==> config.mk <==
export PLATFORM = sky130hd
export DESIGN_NAME = ad_clk_capture
export DESIGN_NICKNAME = d
export VERILOG_FILES = /design/src/rtl/ad_cap_pkg.sv /design/src/rtl/ad_cap_fifo.sv /design/src/rtl/ad_clk_capture.sv
export SDC_FILE = /design/constraint.sdc
export NUM_CORES = 1
export LEC_CHECK = 0
export CORE_ASPECT_RATIO = 0.8
export CORE_MARGIN = 1
export CORE_UTILIZATION = 33
export CTS_BUF_LIST = sky130_fd_sc_hd__clkbuf_4 sky130_fd_sc_hd__clkbuf_8
export DETAILED_ROUTE_END_ITERATION = 10
export PLACE_DENSITY = 0.61
export REMOVE_ABC_BUFFERS = 1
export SKIP_CTS_REPAIR_TIMING = 1
export SLEW_MARGIN = 15
export SYNTH_ARGS = -nofsm -noshare
export SYNTH_HDL_FRONTEND = slang
export SYNTH_SLANG_ARGS = --single-unit
==> constraint.sdc <==
create_clock -name clk -period 6.2 [get_ports clk]
set_input_delay 1.24 -clock clk [delete_from_list [all_inputs] [get_ports clk]]
set_output_delay 1.24 -clock clk [all_outputs]
set_load 0.01 [all_outputs]
==> src/rtl/ad_cap_pkg.sv <==
// ---------------------------------------------------------------------------
// ad_cap_pkg
// Shared definitions for the ADC clock/capture block:
//   DIV_W        width of the divider count / AD_DivCnt input
//   cap_phase_e  capture phase encodings (quarter steps of the divided period)
//   cap_point()  counter value at which a sample is taken for a given phase
// ---------------------------------------------------------------------------
package ad_cap_pkg;

    localparam int DIV_W = 8;

    typedef enum logic [1:0] {
        PH_0   = 2'b00,
        PH_90  = 2'b01,
        PH_180 = 2'b10,
        PH_270 = 2'b11
    } cap_phase_e;

    // Capture point inside a period of N = divcnt+1 clocks. The period is
    // widened to DIV_W+1 bits so that divcnt = 255 (N = 256) does not wrap.
    function automatic logic [DIV_W:0] cap_point(input logic [DIV_W-1:0] divcnt,
                                                 input logic [1:0]       phase);
        logic [DIV_W:0] n;
        n = {1'b0, divcnt} + (DIV_W+1)'(1);
        case (cap_phase_e'(phase))
            PH_0:    cap_point = '0;
            PH_90:   cap_point = n >> 2;
            PH_180:  cap_point = n >> 1;
            default: cap_point = (n >> 2) + (n >> 1);
        endcase
    endfunction

endpackage

==> src/rtl/ad_cap_fifo.sv <==
// ---------------------------------------------------------------------------
// ad_cap_fifo
// Synchronous first-word-fall-through FIFO for captured ADC samples.
// Parameters: WIDTH (entry width), DEPTH (entries, power of two, >= 2).
// Ports:
//   clk, rst  system clock, synchronous active-high reset (flushes the FIFO)
//   push      write request, wdata written on the clock edge if accepted
//   full      FIFO holds DEPTH entries
//   pop       read request, ignored while empty
//   rdata     oldest entry, forced to zero while empty
//   empty     FIFO holds no entries
//   drop      push refused this cycle (full and no pop)
// ---------------------------------------------------------------------------
module ad_cap_fifo
    import ad_cap_pkg::*;
#(
    parameter int WIDTH = 12,
    parameter int DEPTH = 8
) (
    input  logic             clk,
    input  logic             rst,
    input  logic             push,
    input  logic [WIDTH-1:0] wdata,
    output logic             full,
    input  logic             pop,
    output logic [WIDTH-1:0] rdata,
    output logic             empty,
    output logic             drop
);

    localparam int AW = $clog2(DEPTH);
    localparam logic [AW:0] PTR_ONE = (AW+1)'(1);

    logic [WIDTH-1:0] mem [DEPTH];
    logic [AW:0]      wr_ptr;
    logic [AW:0]      rd_ptr;
    logic             pop_ok;
    logic             push_ok;

    // Pointers carry one extra wrap bit: equal pointers mean empty, equal
    // addresses with differing wrap bits mean full.
    assign empty = (wr_ptr == rd_ptr);
    assign full  = (wr_ptr[AW] != rd_ptr[AW]) &&
                   (wr_ptr[AW-1:0] == rd_ptr[AW-1:0]);

    // A push into a full FIFO still fits when the head leaves in the same
    // cycle; the slot being overwritten is the one being read out.
    assign pop_ok  = pop && !empty;
    assign push_ok = push && (!full || pop_ok);
    assign drop    = push && !push_ok;

    assign rdata = empty ? '0 : mem[rd_ptr[AW-1:0]];

    // Storage array, no reset needed: contents are only visible through
    // rdata, which is gated by empty.
    always_ff @(posedge clk) begin
        if (push_ok) begin
            mem[wr_ptr[AW-1:0]] <= wdata;
        end
    end

    // Pointer update; reset flushes the FIFO.
    always_ff @(posedge clk) begin
        if (rst) begin
            wr_ptr <= '0;
            rd_ptr <= '0;
        end else begin
            if (push_ok) begin
                wr_ptr <= wr_ptr + PTR_ONE;
            end
            if (pop_ok) begin
                rd_ptr <= rd_ptr + PTR_ONE;
            end
        end
    end

endmodule

==> src/rtl/ad_clk_capture.sv <==
// ---------------------------------------------------------------------------
// ad_clk_capture
// Receive-side ADC interface: divides clk into the ADC sample clock, captures
// parallel ADC data at a programmable phase of each divided period and
// buffers the samples in a small FWFT FIFO (valid/ready to the consumer).
// Parameters: DATA_W (sample width), FIFO_DEPTH (power of two, >= 2).
// Ports:
//   clk, rst     system clock, synchronous active-high reset
//   Clk_Syn      resync pulse, restarts the divider period
//   Clk_Phase    capture phase select (PH_0/PH_90/PH_180/PH_270)
//   AD_DivCnt    divided period minus one, in clk cycles (0 = stopped)
//   ad_data_i    ADC parallel data
//   ad_clk_o     divided sample clock to the ADC
//   smp_data     oldest buffered sample (0 when none)
//   smp_valid    FIFO not empty
//   smp_ready    consumer accepts smp_data when smp_valid && smp_ready
//   ovf_o        sticky overflow flag, set when a sample is dropped
//   ovf_clr      clears ovf_o (a new overflow in the same cycle wins)
// Optional feature (macro AD_CAP_OTR_EN):
//   ad_otr_i     ADC out-of-range bit, stored alongside each sample
//   smp_otr      out-of-range bit of smp_data (0 when none)
// ---------------------------------------------------------------------------
module ad_clk_capture
    import ad_cap_pkg::*;
#(
    parameter int DATA_W     = 12,
    parameter int FIFO_DEPTH = 8
) (
    input  logic              clk,
    input  logic              rst,
    input  logic              Clk_Syn,
    input  logic [1:0]        Clk_Phase,
    input  logic [DIV_W-1:0]  AD_DivCnt,
    input  logic [DATA_W-1:0] ad_data_i,
    output logic              ad_clk_o,
    output logic [DATA_W-1:0] smp_data,
    output logic              smp_valid,
    input  logic              smp_ready,
    output logic              ovf_o,
`ifdef AD_CAP_OTR_EN
    input  logic              ad_otr_i,
    output logic              smp_otr,
`endif
    input  logic              ovf_clr
);

`ifdef AD_CAP_OTR_EN
    localparam int FIFO_W = DATA_W + 1;
`else
    localparam int FIFO_W = DATA_W;
`endif

    logic [DIV_W-1:0]  cnt;
    logic [DIV_W:0]    cnt_ext;
    logic [DIV_W:0]    n_period;
    logic [DIV_W:0]    cap_pt;
    logic              div_en;
    logic              cap_stb;
    logic [FIFO_W-1:0] fifo_wdata;
    logic [FIFO_W-1:0] fifo_rdata;
    logic              fifo_empty;
    logic              fifo_drop;
    logic              fifo_full_unused;

    // Period and capture point are computed one bit wider than the counter
    // so that AD_DivCnt = 255 gives N = 256 without wrapping.
    assign n_period = {1'b0, AD_DivCnt} + (DIV_W+1)'(1);
    assign cnt_ext  = {1'b0, cnt};
    assign cap_pt   = cap_point(AD_DivCnt, Clk_Phase);
    assign div_en   = (AD_DivCnt != '0);

    // A resync cycle never captures: the period it would belong to is being
    // abandoned.
    assign cap_stb  = (cnt_ext == cap_pt) && div_en && !Clk_Syn;

    // Period counter. If AD_DivCnt is lowered below the current count the
    // "else" branch wraps it to zero on the next edge.
    always_ff @(posedge clk) begin
        if (rst) begin
            cnt <= '0;
        end else if (Clk_Syn) begin
            cnt <= '0;
        end else if (cnt < AD_DivCnt) begin
            cnt <= cnt + DIV_W'(1);
        end else begin
            cnt <= '0;
        end
    end

    // Sample clock: low for the first half of the period, high for the
    // second half, registered so it is glitch-free at the pin.
    always_ff @(posedge clk) begin
        if (rst) begin
            ad_clk_o <= 1'b0;
        end else begin
            ad_clk_o <= div_en && (cnt_ext >= (n_period >> 1));
        end
    end

`ifdef AD_CAP_OTR_EN
    assign fifo_wdata = {ad_otr_i, ad_data_i};
    assign smp_otr    = fifo_rdata[DATA_W];
`else
    assign fifo_wdata = ad_data_i;
`endif

    // The FIFO forces rdata to zero while empty, so smp_data (and smp_otr)
    // need no further gating here.
    assign smp_data  = fifo_rdata[DATA_W-1:0];
    assign smp_valid = !fifo_empty;

    ad_cap_fifo #(
        .WIDTH (FIFO_W),
        .DEPTH (FIFO_DEPTH)
    ) u_fifo (
        .clk   (clk),
        .rst   (rst),
        .push  (cap_stb),
        .wdata (fifo_wdata),
        .full  (fifo_full_unused),
        .pop   (smp_ready),
        .rdata (fifo_rdata),
        .empty (fifo_empty),
        .drop  (fifo_drop)
    );

    // Sticky overflow: a dropped sample sets the flag even when ovf_clr is
    // asserted in the same cycle, so no overflow event is ever lost.
    always_ff @(posedge clk) begin
        if (rst) begin
            ovf_o <= 1'b0;
        end else if (fifo_drop) begin
            ovf_o <= 1'b1;
        end else if (ovf_clr) begin
            ovf_o <= 1'b0;
        end
    end

endmodule

## After elaboration in Yosys (flattened, before gate mapping)

Memories as Yosys holds them, arrays and structs flattened. A register that Yosys moved wholly into a read port is not among the register bits.
Cells that the tools add are included.

- Register bits: 18
- Memory bits (writable): 96
- Input port bits: 27
- Output and inout bits: 15
- Word-level logic and storage cells: 44
- Memories: 1

- Add/subtract/negate cells: 5
- $lt $le $gt $ge: 2
- Eq/ne operators: 6
- Mux-type cells: 8
- Bitwise logic cells: 1
- Reduce and logical (&&, ||, !) cells: 16

Memory list:

| memory | words | bits a word | rd ports | clocked after Yosys merged registers in | wr ports | line | RTL |
|---|---|---|---|---|---|---|---|
| u_fifo.mem | 8 | 12 | 1 | 1 | 1 | ad_cap_fifo.sv:34 | `logic [WIDTH-1:0] mem [DEPTH];` |

Operators by type and width:

| cell | number |
|---|---|
| $pmux W9 S3 | 1 |
| $mux W12 | 1 |
| $add A7 B8 Y9 | 1 |
| $add A8 B1 Y9 const B | 1 |
| $eq A8 B9 Y1 | 1 |
| $add A4 B1 Y4 const B | 2 |
| $add A8 B1 Y8 const B | 1 |
| $ge A8 B8 Y1 | 1 |
| $lt A8 B8 Y1 | 1 |
| $reduce_bool A8 Y1 | 1 |
| $logic_and A1 B1 Y1 | 7 |
| $mux W3 | 2 |
| $eq A4 B4 Y1 | 1 |
| $logic_not A1 Y1 | 4 |
| $mux W1 | 4 |
| $eq A3 B3 Y1 | 1 |
| $reduce_or A3 Y1 | 1 |
| $eq A2 B1 Y1 const B | 1 |
| $eq A2 B2 Y1 const B | 1 |
| $logic_not A2 Y1 | 1 |
| $reduce_bool A2 Y1 | 1 |
| $logic_or A1 B1 Y1 | 1 |
| $ne A1 B1 Y1 | 1 |
| $not A1 Y1 | 1 |

## Depth between registers and ports, before layout

Gate-level depths: netlist of run 1.

- Depth in word-level cells: 10
- Mapped depth: 17
- Mapped depth without buffers: 15

## Cells and area by module

From an unflattened synthesis of run 1, not the netlist that was laid out.

- Cells, all modules: 477
- Area total of the unflattened synthesis: 6233.5 um^2

By module, submodules not included:

| module | times used | cells each | area each (um^2) | sequential area each (um^2) |
|---|---|---|---|---|
| ad_cap_fifo | 1 | 225 | 4321.6 | 3103.0 |
| ad_clk_capture | 1 | 252 | 1911.8 | 200.2 |

## Least setup slack after synthesis of run 1

Ideal clock, no wire load.

- Path kind: input -> register
- From: input AD_DivCnt[0]
- To: memory u_fifo.mem[0][0], enable pin
- Library setup time: 0.412 ns
- Arrival: 5.911 ns
- Required time: 5.788 ns
- Slack: -0.124 ns
- Cell stages on the path: 17
- Buffers on the path: 3
- Cells stage by stage: ha_1 -> buf_2 -> xor2_1 -> ha_1 -> inv_1 -> fa_1 -> clkbuf_1 -> nor4b_1 -> nor4_1 -> and3_1 -> o31ai_1 -> xnor2_1 -> nand3_1 -> or4_1 -> or3_1 -> clkbuf_1 -> nor4_1

- Cells in the longest elaborated chain, start to end: 9
- Elaborated cells on any way between the ends: 10
- Classes of those cells: add/sub: 2; eq/ne: 1; mux: 3; reduce/logical: 4

RTL lines:

| what | line | RTL |
|---|---|---|
| start, declared | ad_clk_capture.sv:33 | `input logic [DIV_W-1:0] AD_DivCnt,` |
| $add A8 B1 Y9 | ad_cap_pkg.sv:24 | `n = {1'b0, divcnt} + (DIV_W+1)'(1);` |
| $add A7 B8 Y9 | ad_cap_pkg.sv:29 | `default: cap_point = (n >> 2) + (n >> 1);` |
| $pmux W9 S3 | ad_cap_pkg.sv:25 | `case (cap_phase_e'(phase))` |
| $eq A8 B9 Y1 | ad_clk_capture.sv:74 | `assign cap_stb = (cnt_ext == cap_pt) && div_en && !Clk_Syn;` |
| $logic_and A1 B1 Y1 * (2 in series) | ad_clk_capture.sv:74 |  |
| $logic_and A1 B1 Y1 * | ad_cap_fifo.sv:49 | `assign push_ok = push && (!full \|\| pop_ok);` |
| $mux W1 * | ad_cap_fifo.sv:57 | `if (push_ok) begin` |
| $mux W1 (not written as such) * | ad_cap_fifo.sv:58 | `mem[wr_ptr[AW-1:0]] <= wdata;` |
| end, declared | ad_cap_fifo.sv:34 |  |

Mark *: on every way between the ends. The rest lies on a longest branch, timed or not.

## Final worst setup path of run 1

- From: input AD_DivCnt[0]
- To: memory u_fifo.mem[6][0], enable pin

Same word-level chain as after synthesis.

==> results by group, run 1 <==
Setup path
  – Slowest stage delay, CP: about 0.57 ns
  – Worst Path Class, Setup: in -> reg
  – Slowest-stage cell, CP: clkdlybuf4s50_1
  – Critical Path Source Type: input port
  – Crit-path leading delay family: simple AND/OR/NAND/NOR gates
  – Critical path origin: AD_DivCnt[0]
  – CP required: around 6.3 ns
  – Reg2reg setup slack: ~3.0 ns
  – Crit. path cell count: 17
  – Worst Setup End Kind: register
  – Worst R2R End: u_fifo.mem[6][0]$_DFFE_PP_
  – Crit path cell chain: clkdlybuf4s50_1 > ha_1 > buf_4 > nand3_4 > nor2_1 > xnor2_1 > ha_1 > inv_1 > nor3_1 > a211oi_1 > o21a_1 > o211ai_1 > xnor2_1 > or4_1 > or3_1 > nor4_2 > buf_4
  – Worst path arrival time: 5.85 ns
  – Critical-path maximum fanout: 9
  – Bufs and invs on worst path: 4
  – RR Startpoint: cnt[2]$_SDFF_PP0_
  – Worst Setup EP: u_fifo.mem[6][0]$_DFFE_PP_
  – R2r worst-path depth: 8

Hold path
  – Hold Path Stages: 2
  – Hold Crit Class: reg -> reg

GRT
  – First-pass GRT wire length: ~22000 um
  – Largest net degree at the start of global routing: 25
  – GR Util All Layers: about 15%
  – Total gr overflow: 0
  – Vias in the first global route: slightly below 4000
  – Initial antenna violation count: 0

Floorplan
  – Die Area: about 0.019 sq mm
  – Die Y: 122.6 um
  – Starting Density: roughly a third
  – DIE WIDTH: ~150 um
  – # IOs: 42
  – Cell Rows: 43
  – CORE AREA: ~0.018 sq mm

Logic synthesis
  – Seq/Total Area, Yosys: between 50 and 60%
  – Synth Warn #: 0
  – Top_reg_cell synth: edfxtp_1
  – Yosys cell types: 67
  – Post-synthesis average cell area: between 10 and 15 sq um
  – Number of flops mapped to enable cells by yosys: 96
  – #FFs+latches synth: 117
  – Syn Inst Count: roughly 470
  – Cell Area, Synth: about 0.006 sq mm
  – Ys async rst share: 0%

STA
  – Worst-Margin Slew: a little under 0.9 ns
  – Setup Skew: between 0.01 and 0.015 ns
  – Final min period: 5.746 ns
  – Rel. slew slack: about two fifths
  – Tcrit/Tclk final: approximately 93%
  – Slew Limit Fails: 0
  – RSZ-0062 raised after global routing: false
  – Final Hold Vio Count: 0
  – Total negative slack: 0 ns
  – # setup viols final: 0
  – Fmax: roughly 170 MHz

Clocking
  – Clk buf depth: 2
  – Skew-Pair Late Insertion Delay: a little over 0.4 ns
  – Clock buffer count from CTS: 17
  – CTS H-tree depth: 4
  – Clock Tree Root: clkbuf_8
  – TritonCTS clock tree: built
  – Clock sink total: ~120
  – Reg clk slew, reported paths: 0.07 ns

Route
  – Routed wire length: 13440 um
  – DR WL/cell: roughly 17 um
  – Via density: about 5.2
  – Antenna Nets Post-Route: 0
  – DR vias: between 4000 and 5000
  – Pre-antenna DRT Iters: 7
  – Initial DRC Count: 303
  – DRC: 0

Finish
  – Layout cells sized above 1: 19.89%
  – N_diodes: 0
  – Fillers: 1580
  – Synthesis-to-layout area growth: 21.14%
  – Nets: about 600
  – Fin cells: 773

Run status
  – Status: finished, final reports clean

Pwr
  – Leak pwr: around 2.5 nW
  – Power per cell area: around 230 mW/mm^2
  – VDD IR max: ~0.12 mV

Placed design
  – Placed insts: about 740
  – Port-buffer cells: 41
  – Final HPWL from detailed placement: 9518 um
  – Placer's final routability congestion estimate: about 0.86

Job
  – Max cap viols: 0
==> flip-flops by register name, indices dropped and copies added (netlist names), named ones only <==
register       count
ad_clk_o           1
u_fifo.wr_ptr      4
ovf_o              1
u_fifo.mem        96
u_fifo.rd_ptr      4
cnt                8
==> cell usage after synthesis, drive strengths merged (3+ instances only) <==
| library cell | number | area share, % |
|---|---|---|
| a21o | 9 | 1.1 |
| a21oi | 9 | 0.75 |
| a22o | 3 | 0.46 |
| a311oi | 3 | 0.54 |
| a31oi | 3 | 0.31 |
| and3 | 5 | 0.60 |
| and4 | 3 | 0.46 |
| buf | 12 | 1.1 |
| clkbuf | 14 | 0.88 |
| dfxtp | 21 | 7.0 |
| edfxtp | 96 | 48 |
| ha | 21 | 4.4 |
| inv | 21 | 1.4 |
| maj3 | 4 | 0.67 |
| mux2 | 3 | 0.56 |
| mux2i | 14 | 2.3 |
| mux4 | 24 | 9.0 |
| nand2 | 18 | 1.1 |
| nand2b | 6 | 0.63 |
| nand3 | 16 | 1.5 |
| nand4 | 4 | 0.42 |
| nor2 | 47 | 2.9 |
| nor2b | 8 | 0.83 |
| nor3 | 14 | 1.2 |
| nor4 | 10 | 1.0 |
| o211ai | 3 | 0.38 |
| o21ai | 12 | 1.0 |
| o31ai | 3 | 0.38 |
| or3 | 3 | 0.31 |
| xnor2 | 18 | 2.9 |
| xor2 | 9 | 1.3 |
==> where the power goes <==
part           internal, mW  switching, mW
clock network         0.328          0.288
registers             0.852        0.00377
logic                0.0924          0.105
total                  1.27          0.397
==> per-stage QoR <==
stage          worst slack, ns  cell area [sq um]  hold slack (ns)  util (%)  power, mW
5_1_grt                0.09843               7269           0.5314     41.45      1.740
3_5_place_dp           0.04762               6919           0.4798     39.45      1.069
6_report                0.4538               7269           0.4912     41.45      1.670
2_1_floorplan         -0.02186               5884           0.4713         -     0.9808
4_1_cts                 0.4785               7269           0.4916     41.45      1.684
3_3_place_gp            0.2266               6919           0.4624     39.45      1.068
==> worst min path at each step <==
stage / slack, ns / start / endpoint
4_1_cts: 0.49 / ovf_o$_SDFFE_PP0P_ / ovf_o$_SDFFE_PP0P_
3_5_place_dp: 0.48 / ovf_o$_SDFFE_PP0P_ / ovf_o$_SDFFE_PP0P_
3_3_place_gp: 0.46 / ovf_o$_SDFFE_PP0P_ / ovf_o$_SDFFE_PP0P_
5_1_grt: 0.53 / ovf_o$_SDFFE_PP0P_ / ovf_o$_SDFFE_PP0P_
2_1_floorplan: 0.47 / cnt[0]$_SDFF_PP0_ / cnt[0]$_SDFF_PP0_
6_report: 0.49 / ovf_o$_SDFFE_PP0P_ / ovf_o$_SDFFE_PP0P_
==> worst min-delay path, stage by stage (launching register included) <==
cell and delay, ns:
dfxtp_1 0.31, nand2b_1 0.08, a21oi_1 0.06
==> kinds of logic after synthesis <==
| logic type | count (synthesis) | share of synthesized area (%) |
|---|---|---|
| and+or+nand+nor | 145 | 12.57 |
| xor gates and xnor gates | 27 | 4.254 |
| AOI/OAI and AO/OA | 62 | 7.402 |
| buffers and inverters | 48 | 3.440 |
| adders and majority gates | 26 | 5.379 |
| muxes | 41 | 11.91 |
| DFF | 117 | 55.05 |
==> area by class of cell <==
class / instances / area [sq um] / area share [%]
multi-input combinational: 301 / 2521 / 34.68
clock buffer: 21 / 264.0 / 3.632
sequential: 117 / 3303 / 45.44
clock inverter: 11 / 86.33 / 1.188
tap: 225 / 281.5 / 3.873
inverter: 22 / 90.09 / 1.239
timing repair buffer: 76 / 723.2 / 9.948
==> layer usage <==
metal	share of wire, %	up-vias	global-route usage, %	wire, um
li1	-	1916	-	-
met2	45	124	22.85	6027
met3	4.6	11	2.825	614
met4	0.88	0	4.230	118
met5	0	-	0	0
met1	50	2002	22.12	6676
==> cells in the final DEF (no fill, tap or decap), types with 18 or more instances in the layout <==
cell type,synthesis,final
buf_4,2,31
clkdlybuf4s50_1,0,41
dfxtp_1,21,21
edfxtp_1,96,96
ha_1,21,21
inv_1,19,19
mux4_2,24,24
nand2_1,18,18
nor2_1,47,47
(Power assumes the default switching activity.)
==> run 2: changes to the inputs <==
- CORE_MARGIN: 1 -> not set
==> results of run 2 <==
The final DEF is identical to that of run 1; final timing and power are the same.
==> run 3: changes to the inputs <==
- ABC_CLOCK_PERIOD_IN_PS: not set -> 6200
- CAP_MARGIN: not set -> 20
- CTS_CLUSTER_SIZE: not set -> 10
==> results of run 3 <==
The final DEF is identical to that of run 1; final timing and power are the same.
